**config.mk**
```make
export PLATFORM = sky130hd
export DESIGN_NAME = region_dispatcher
export DESIGN_NICKNAME = d
export VERILOG_FILES = /design/src/rtl/lb_pkg.sv /design/src/rtl/region_select.sv /design/src/rtl/region_dispatcher.sv
export SDC_FILE = /design/constraint.sdc
export NUM_CORES = 1
export LEC_CHECK = 0
export ABC_AREA = 1
export CELL_PAD_IN_SITES_DETAIL_PLACEMENT = 1
export CELL_PAD_IN_SITES_GLOBAL_PLACEMENT = 2
export CORE_UTILIZATION = 28
export DETAILED_ROUTE_END_ITERATION = 8
export DONT_BUFFER_PORTS = 1
export PLACE_DENSITY = 0.73
export RECOVER_POWER = 100
export SLEW_MARGIN = 20
export SYNTH_ARGS = -nofsm -noshare
export SYNTH_HDL_FRONTEND = slang
export SYNTH_SLANG_ARGS = --single-unit
export TNS_END_PERCENT = 10
```
**constraint.sdc**
```tcl
create_clock -name aclk -period 2.13 [get_ports aclk]
set_clock_uncertainty 0.1 [all_clocks]
set_input_delay 0.426 -clock aclk [delete_from_list [all_inputs] [get_ports aclk]]
set_output_delay 0.426 -clock aclk [all_outputs]
set_load 0.03 [all_outputs]
```
**src/rtl/lb_pkg.sv**
```systemverilog
// lb_pkg: shared widths, state encoding and command layout for the region dispatcher.
package lb_pkg;
  localparam int DEFAULT_OPERATOR_ID_WIDTH = 16;
  localparam int DEFAULT_N_REGIONS = 4;
  localparam logic [DEFAULT_OPERATOR_ID_WIDTH-1:0] EMPTY_OP = '1;
  typedef enum logic [2:0] {IDLE, LOOKUP, DISPATCH, RECONF_REQ, RECONF_WAIT} state_t;
  typedef struct packed {
    logic [DEFAULT_OPERATOR_ID_WIDTH-1:0] region;
    logic [DEFAULT_OPERATOR_ID_WIDTH-1:0] op;
  } ctrl_t;
endpackage

```
**src/rtl/region_select.sv**
```systemverilog
// region_select: hit, empty-region and round-robin victim search over the region table.
module region_select import lb_pkg::*; #(
  parameter int W = DEFAULT_OPERATOR_ID_WIDTH,
  parameter int N = DEFAULT_N_REGIONS,
  localparam int IW = $clog2(N)
) (
  input  logic [N*W-1:0] stats,
  input  logic [N-1:0]   busy,
  input  logic [W-1:0]   op,
  input  logic [IW-1:0]  rr_ptr,
  output logic           hit,
  output logic [IW-1:0]  hit_idx,
  output logic           match_any,
  output logic           victim_ok,
  output logic [IW-1:0]  victim_idx
);
  logic          empty_ok;
  logic [IW-1:0] empty_idx, rr_idx;
  // Descending scans so the lowest qualifying index (or nearest to rr_ptr) wins.
  always_comb begin
    hit = 1'b0;
    hit_idx = '0;
    match_any = 1'b0;
    empty_ok = 1'b0;
    empty_idx = '0;
    victim_ok = 1'b0;
    rr_idx = '0;
    for (int i = N-1; i >= 0; i--) begin
      if (stats[i*W +: W] == op) begin
        match_any = 1'b1;
        if (!busy[i]) begin
          hit = 1'b1;
          hit_idx = IW'(i);
        end
      end
      if (stats[i*W +: W] == '1 && !busy[i]) begin
        empty_ok = 1'b1;
        empty_idx = IW'(i);
      end
      if (!busy[rr_ptr + IW'(i)]) begin
        victim_ok = 1'b1;
        rr_idx = rr_ptr + IW'(i);
      end
    end
  end
  assign victim_idx = empty_ok ? empty_idx : rr_idx;
endmodule

```
**src/rtl/region_dispatcher.sv**
```systemverilog
// region_dispatcher: routes each request to a region holding its operator, reconfiguring a victim on a miss.
module region_dispatcher import lb_pkg::*; #(
  parameter int OPERATOR_ID_WIDTH = DEFAULT_OPERATOR_ID_WIDTH,
  parameter int N_REGIONS = DEFAULT_N_REGIONS,
  parameter int PR_TIMEOUT = 1024
) (
  input  logic                           aclk,
  input  logic                           areset,
  input  logic                           req_valid,
  output logic                           req_ready,
  input  logic [OPERATOR_ID_WIDTH-1:0]   req_op,
  input  logic [N_REGIONS*OPERATOR_ID_WIDTH-1:0] region_stats_in,
  input  logic [N_REGIONS-1:0]           region_busy,
  output logic                           lb_valid,
  input  logic                           lb_ready,
  output logic [2*OPERATOR_ID_WIDTH-1:0] lb_ctrl,
  output logic                           pr_valid,
  input  logic                           pr_ready,
  output logic [2*OPERATOR_ID_WIDTH-1:0] pr_ctrl,
  input  logic                           pr_done,
  output logic                           pr_error,
  output logic [15:0]                    pr_count
);
  localparam int IW = $clog2(N_REGIONS);
  localparam int CW = $clog2(PR_TIMEOUT) + 1;
  state_t state, next;
  logic [OPERATOR_ID_WIDTH-1:0] op_q;
  logic [IW-1:0] idx_q, rr_ptr, hit_idx, victim_idx;
  logic [CW-1:0] cnt;
  logic hit, match_any, victim_ok, timeout;
  ctrl_t cmd;
  region_select #(.W(OPERATOR_ID_WIDTH), .N(N_REGIONS)) u_sel (
    .stats(region_stats_in), .busy(region_busy), .op(op_q), .rr_ptr(rr_ptr),
    .hit(hit), .hit_idx(hit_idx), .match_any(match_any),
    .victim_ok(victim_ok), .victim_idx(victim_idx)
  );
  assign timeout = cnt == CW'(PR_TIMEOUT - 1);
  always_ff @(posedge aclk) state <= areset ? IDLE : next;
  always_comb begin
    next = state;
    case (state)
      IDLE:        next = (req_valid && req_ready) ? LOOKUP : IDLE;
      LOOKUP:      next = hit ? DISPATCH : (!match_any && victim_ok) ? RECONF_REQ : LOOKUP;
      DISPATCH:    next = lb_ready ? IDLE : DISPATCH;
      RECONF_REQ:  next = pr_ready ? RECONF_WAIT : RECONF_REQ;
      RECONF_WAIT: next = pr_done ? DISPATCH : timeout ? IDLE : RECONF_WAIT;
      default:     next = IDLE;
    endcase
  end
  always_ff @(posedge aclk) begin
    if (areset) begin
      req_ready <= 1'b0;
      op_q <= '0;
      idx_q <= '0;
      rr_ptr <= '0;
      cnt <= '0;
      pr_error <= 1'b0;
      pr_count <= '0;
    end else begin
      req_ready <= next == IDLE;
      if (state == IDLE && req_valid && req_ready) op_q <= req_op;
      if (state == LOOKUP) idx_q <= hit ? hit_idx : victim_idx;
      if (state == RECONF_REQ && pr_ready) cnt <= '0;
      if (state == RECONF_WAIT && pr_done) begin
        pr_count <= pr_count + 16'(pr_count != 16'hFFFF);
        rr_ptr <= idx_q + IW'(1);
      end else if (state == RECONF_WAIT) begin
        cnt <= cnt + CW'(1);
        if (timeout) pr_error <= 1'b1;
      end
    end
  end
  always_comb begin
    cmd = '{region: OPERATOR_ID_WIDTH'(idx_q), op: op_q};
    lb_valid = state == DISPATCH;
    pr_valid = state == RECONF_REQ;
    lb_ctrl = lb_valid ? cmd : '0;
    pr_ctrl = pr_valid ? cmd : '0;
  end
endmodule
```
==> results of run 1 <==
==> layout by cell type (no fill, tap or decap), types with 2 or more instances in the layout <==
master and n:
a211oi_1 3, a21oi_1 39, a21oi_2 3, and3_1 2, buf_4 73, clkbuf_16 5, clkinv_2 3, conb_1 28
dfxtp_1 37, dfxtp_2 15, ha_2 2, inv_1 78, inv_2 2, nand2_1 163, nand2_2 5, nand3_1 23
nand3_2 3, nand3b_1 2, nand4_1 16, nor2_1 98, nor2_2 5, nor2_4 14, nor3_1 10, nor3_2 2
nor3_4 3, o21ai_0 37, o21ai_1 2, or2_2 5, xnor2_1 13, xor2_1 29
==> what timing repair did <==
action	4_1_cts	5_1_grt
setup endpoints to repair	6	36
setup buffers	2	3
resized for setup	6	30
pin swaps	4	9
==> power groups by stage <==
stage | combinational [mW] | sequential (mW) | clock, mW
after floorplan | 0.586 | 1.10 | 0
after global placement | 0.639 | 1.14 | 0
after detailed placement | 0.657 | 1.14 | 0
after CTS | 0.662 | 1.12 | 0.889
after global routing | 0.740 | 1.14 | 0.919
final | 0.660 | 1.13 | 0.848
==> kinds of logic after synthesis <==
family	share of synthesized area, %
XOR/XNOR	8.98
AND/OR/NAND/NOR	37.6
AO/OA/AOI/OAI	12.3
adder cells (fa/ha/maj)	0.916
buffers and inverters	14.8
other	0.0915
flip-flops	25.4
==> worst max-delay path by stage <==
stage / endpoint / slack (ns) / cells past startpoint
floorplan: pr_ctrl[10] / -0.09 / 5
finish: pr_count[13] / 0.03 / 15
global placement: pr_count[14] / 0.05 / 15
CTS: pr_count[15] / -0.02 / 15
detailed placement: pr_count[14] / -0.05 / 15
global route: pr_count[13] / -0.13 / 15
==> per-layer routing <==
metal | track usage (%) | routed length [um]
met5 | 0 | 0
met4 | 3.39 | 131
met1 | 21.0 | 5950
met2 | 35.0 | 7160
met3 | 5.54 | 1090
==> final cells by class <==
type	count	share of cell area (%)
multi-input cells	523	54.2
inverters	83	6.27
diodes	1	0.0495
clock inverters	2	0.272
well taps	180	4.46
clock buffers	6	2.75
flip-flops and latches	52	21.0
repair buffers	74	11.1
==> state kept, by name, indices dropped and copies added (netlist names) <==
name	cells
req_ready	1
pr_error	1
cnt	11
rr_ptr	2
state	3
pr_count	16
idx_q	2
op_q	16
==> through the flow <==
step | instances | hold slack (ns)
after global placement | 907 | 0.372
after floorplan | 705 | 0.355
after detailed placement | 907 | 0.378
after CTS | 917 | 0.0840
after global routing | 920 | 0.0792
final | 921 | 0.0839
==> worst register-to-register path, stage by stage (launching register included) <==
cell      delay (ns)
dfxtp_2         0.33
nand2_2         0.09
nor3_4          0.05
inv_1           0.06
nor3_2          0.04
nand4_1         0.07
ha_2            0.20
nand3_2         0.10
nor2_4          0.10
nand2_2         0.08
nor3b_4         0.22
nand2_2         0.11
nor2_4          0.14
buf_6           0.12
a21oi_2         0.04
a211oi_2        0.19
==> out/metrics.yaml, run 1 <==
run_status:
  status: "complete, no violations"
sta:
  timing.final.crit_share_pct: 98.8
  tns_ns: 0
  finalHoldViolations: 0
  worst_slack_ns: 0.0260
  setup_viol: 0
  max_freq_mhz: 475
  rsz0062_at_grt: "yes"
  fin_crit_ns: 2.10
  maxSlewViolCount: 0
logic_synthesis:
  netlist.top_cell.by_area: "dfxtp_1"
  yosysSeqAreaShare_pct: 25.4
  synth_warnings: 0
  synth_edf_count: 0
  ys.flop_type: "dfxtp_1"
  synth.top_cell.area_share_pct: 25.4
  ys_ff_latch: 52
  syn_area_per_cell_um2: 6.04
  synth_cell_types: 42
  synthTopCellsByArea: "dfxtp_1 25%, nand2_1 15%, nor2_1 10%, inv_1 7.3%, xor2_1 6.2%"
  synth.most_common_cell: "nand2_1"
  syn_area_mm2: 0.00410
  async_flop_share_pct: 0
  synth_commonest_cells: "166 x nand2_1, 110 x nor2_1, 80 x inv_1, 52 x dfxtp_1, 42 x a21oi_1"
  netlist_instances: 678
worst_setup_path:
  worstPathMaxFanout: 3
  worstReg2RegEnd: "pr_count[13]"
  worstPathRequired_ns: 2.24
  critPathMaxStageDelay_ns: 0.33
  r2r-start: "pr_count[7]"
  slowest_stage: "dfxtp_2"
  critPathKind: "register to register"
  cp_common_cell: "nand2_2"
  reg2regPathDepth: 15
  r2r_slack_ns: 0.03
  critPathLaunchType: "register"
  crit_chain: "nand2_2, nor3_4, inv_1, nor3_2, nand4_1, ha_2, nand3_2, nor2_4, nand2_2, nor3b_4, nand2_2, nor2_4, buf_6, a21oi_2, a211oi_2"
  critPathCaptureType: "register"
  cp.arrival_ns: 2.22
  path_delay_family: "simple AND/OR/NAND/NOR gates"
  crit_buf_inv: 2
  startpoint: "pr_count[7]"
global_route:
  grt.overflow.total: 0
  grt_pass1_vias: 4446
  grt_start_max_net_pins: 33
  antenna_found_initial: 1
  grt_pass1_wl_um: 21900
  gr-usage-all-layers_pct: 18.7
power:
  switchingPower_mw: 0.907
  powerDensity_mw_per_mm2: 521
  power.internal_mw: 1.73
  p_comb_share_pct: 25.1
  vdd_drop_max_mv: 0.402
  p_seq_share_pct: 42.7
  power_mw: 2.63
  switching_share_pct: 34.4
  clockPowerShare_pct: 32.2
  p_leak_nw: 2.26
place:
  gp_congestion: 0.807
  place_area_mm2: 0.00476
  io_buffers: 0
  dp_hpwl_um: 12000
  preCtsSetupSlack_ns: -0.0523
die:
  ios: 174
  die_h_um: 123
  die-width_um: 123
  rows: 43
  dieArea_mm2: 0.0151
  start_util_pct: 29.1
  core_area_mm2: 0.0141
finish:
  multi_input_area_mm2: 0.00274
  drive_gt1_share_pct: 20.4
  fillers: 1840
  syn2layout_area_growth_pct: 23.3
  fin_nets: 832
  final_util_pct: 35.8
  register_area_mm2: 0.00106
  finalInstanceArea_mm2: 0.00505
detailed_routing:
  vias_per_cell: 4.71
  post_drt_wl_per_cell_um: 15.6
  first_pass_iters: 4
  route.final.wire_length_um: 14300
  drcViolationCount: 0
  ant_nets: 0
  drt_iter0_drc: 111
  num_vias: 4336
cts:
  cts_num_sinks: 52
  clk_latency_ns: 0.30
  clkSlewWorstSetupHoldPaths_ns: 0.07
  cts_tree: "built"
  clk_path_buf_depth: 2
  cts-buffers-inserted: 5
  ctsHoldBuffers: 0
  htreeDepth: 2
  clock-root-buffer: "clkbuf_16"
hold_path:
  hold_start: "areset"
  hold_path_end: "state[0]"
  holdPathStages: 1
  holdCritPathClass: "primary input to register"
job:
  maxCapViolCount: 0
No activity file was read; power rests on OpenSTA's default activity.
==> run 2: changes to the inputs <==
--- a/config.mk
+++ b/config.mk
@@ -5,14 +5,15 @@
 export SDC_FILE = /design/constraint.sdc
 export NUM_CORES = 1
 export LEC_CHECK = 0
-export ABC_AREA = 1
+export ABC_AREA = 0
 export CELL_PAD_IN_SITES_DETAIL_PLACEMENT = 1
 export CELL_PAD_IN_SITES_GLOBAL_PLACEMENT = 2
-export CORE_UTILIZATION = 28
+export CORE_UTILIZATION = 31
 export DETAILED_ROUTE_END_ITERATION = 8
 export DONT_BUFFER_PORTS = 1
-export PLACE_DENSITY = 0.73
+export PLACE_DENSITY = 0.74
 export RECOVER_POWER = 100
+export REMOVE_ABC_BUFFERS = 1
 export SLEW_MARGIN = 20
 export SYNTH_ARGS = -nofsm -noshare
 export SYNTH_HDL_FRONTEND = slang
==> out/metrics.yaml, run 2 <==
die:
  core_area_mm2: 0.0116
  ios: 174
  start_util_pct: 32.3
  rows: 39
  dieArea_mm2: 0.0125
  die-width_um: 112
  die_h_um: 112
logic_synthesis:
  synth_warnings: 0
  synth_top_family_by_area: "simple AND/OR/NAND/NOR gates"
  netlist.top_cell.by_area: "dfxtp_1"
  ys_ff_latch: 52
  syn_area_per_cell_um2: 7.93
  synth.most_common_cell: "xor2_1"
  async_flop_share_pct: 0
  synth_cell_types: 50
  synthAdderAreaFrac_pct: 1.00
  yosysSeqAreaShare_pct: 27.8
  synth_commonest_cells: "60 x xor2_1, 52 x dfxtp_1, 50 x nand2_1, 37 x and2_1, 31 x nor2_1"
  synth_xor_area_share_pct: 18.7
  synthMuxAreaShare_pct: 1.13
  synth.top_cell.area_share_pct: 27.8
  syn_area_mm2: 0.00375
  yosys.area_share.simple_pct: 32.8
  netlist_instances: 473
  synth_edf_count: 0
  synthTopCellsByArea: "dfxtp_1 28%, xor2_1 14%, and2_1 6.2%, buf_4 5.8%, nand2_1 5.0%"
  ys.flop_type: "dfxtp_1"
  synth_compound_gate_area_share_pct: 7.38
place:
  place_area_mm2: 0.00446
  gp_congestion: 0.889
  io_buffers: 0
  dp_hpwl_um: 10800
run_status:
  violations: "design-rule violations, negative setup slack"
  status: "finished with violations"
worst_setup_path:
  r2r-start: "op_q[1]"
  worstPathRequired_ns: 2.23
  startpoint: "op_q[1]"
  critPathKind: "register to register"
  critPathLaunchType: "register"
  critPathCaptureType: "register"
  worstPathMaxFanout: 5
  cp.arrival_ns: 2.34
finish:
  final_util_pct: 40.4
  mostFrequentLayoutCell: "buf_4"
  drive_gt1_share_pct: 25.4
  fillers: 1422
  top_regs: "op_q: 16 flops, pr_count: 16 flops, cnt: 11 flops"
  finalInstanceArea_mm2: 0.00469
  n_antenna_cell: 0
  fin_nets: 641
  final_cell_mix: "61 x buf_4, 59 x xor2_1, 50 x nand2_1, 35 x dfxtp_1, 30 x nor2_1"
  syn2layout_area_growth_pct: 25.2
cts:
  cts_num_sinks: 52
  cts-buffers-inserted: 5
  htreeDepth: 2
  clk_latency_ns: 0.29
  clkSlewWorstSetupHoldPaths_ns: 0.07
  clk_path_buf_depth: 2
  cts_tree: "built"
  clock-root-buffer: "clkbuf_16"
sta:
  rsz0062_at_grt: "yes"
  setup_viol: 13
  worst_slack_ns: -0.101
  max_freq_mhz: 448
  tns_ns: -0.462
  timing.final.crit_share_pct: 105
  fin_crit_ns: 2.23
  worstMarginPinSlew_ns: 0.594
  finalHoldViolations: 0
  maxSlewViolCount: 0
  maxSlewHeadroom_pct: 60.4
global_route:
  antenna_found_initial: 0
  gr-usage-all-layers_pct: 21.1
  grt_pass1_wl_um: 20600
  grt.overflow.total: 0
  grt_pass1_vias: 3740
  grt_start_max_net_pins: 54
detailed_routing:
  first_pass_iters: 9
  drcViolationCount: 12
  route.final.wire_length_um: 13200
  drt_iter0_drc: 161
  vias_per_cell: 5.16
  post_drt_wl_per_cell_um: 19.1
  ant_nets: 0
  num_vias: 3567
power:
  powerDensity_mw_per_mm2: 502
  p_leak_nw: 1.87
  vdd_drop_max_mv: 0.282
job:
  maxCapViolCount: 0
hold_path:
  hold_start: "areset"
  holdCritPathClass: "primary input to register"
-- run 2: per-layer routing --
layer / up-vias / GRT usage, % / routed length, um
li1: 1706 / - / -
met1: 1721 / 25.4 / 5240
met2: 125 / 37.1 / 6620
met3: 15 / 5.06 / 1140
met4: 0 / 6.04 / 214
met5: - / 0 / 0
-- run 2: cell type report --
class / count / area [um^2] / share of cell area (%)
multi-input cells: 387 / 2500 / 53.3
flip-flops and latches: 52 / 1070 / 22.8
repair buffers: 100 / 798 / 17.0
well taps: 143 / 179 / 3.81
clock buffers: 6 / 129 / 2.75
inverters: 2 / 7.51 / 0.160
clock inverters: 1 / 5.00 / 0.107
-- run 2: metrics by stage --
step | total power [mW] | hold slack (ns) | setup WS, ns | cells
5_1_grt | 2.46 | 0.0914 | -0.226 | 691
4_1_cts | 2.37 | 0.0956 | -0.123 | 688
6_report | 2.36 | 0.104 | -0.101 | 691
3_5_place_dp | 1.59 | 0.377 | -0.326 | 680
3_3_place_gp | 1.58 | 0.359 | -0.298 | 680
2_1_floorplan | 1.40 | 0.346 | -0.637 | 441
-- run 2: where the power goes --
group | leakage (nW) | switching, mW | total, mW | internal, mW
clock network | 0.0667 | 0.340 | 0.768 | 0.428
registers | 0.430 | 0.0649 | 1.08 | 1.01
logic | 1.38 | 0.295 | 0.513 | 0.218
total | 1.87 | 0.700 | 2.36 | 1.66
-- run 2: cell families after synthesis --
kind of cell               after synthesis
adders and majority gates                3
AOI/OAI and AO/OA                       47
xor gates and xnor gates                80
and+or+nand+nor                        225
DFF                                     52
muxes                                    4
buffers and inverters                   61
other                                    1
-- run 2: path summary, 6_finish.rpt --
kind,to,depth (start not counted),slack [ns]
worst max-delay path,req_ready,7,-0.10
worst min register to register,cnt[8],2,0.38
worst min-delay path,pr_count[0],1,0.10
worst max register to register,req_ready,7,-0.10
-- run 2: repair_timing --
item	4_1_cts	5_1_grt
cloned	0	0
setup buffers	1	3
pin swaps	3	8
gates resized for setup	22	32
hold buffers	0	0
endpoints found under the setup margin	42	31
-- run 2: worst max-delay path, cell delays in order (launching register included) --
cell and delay [ns]:
dfxtp_4 0.40, xor2_1 0.17, nor4_1 0.35, nand4_1 0.21, o22ai_2 0.25, nor4_1 0.07
or3_1 0.35, nor4_2 0.24
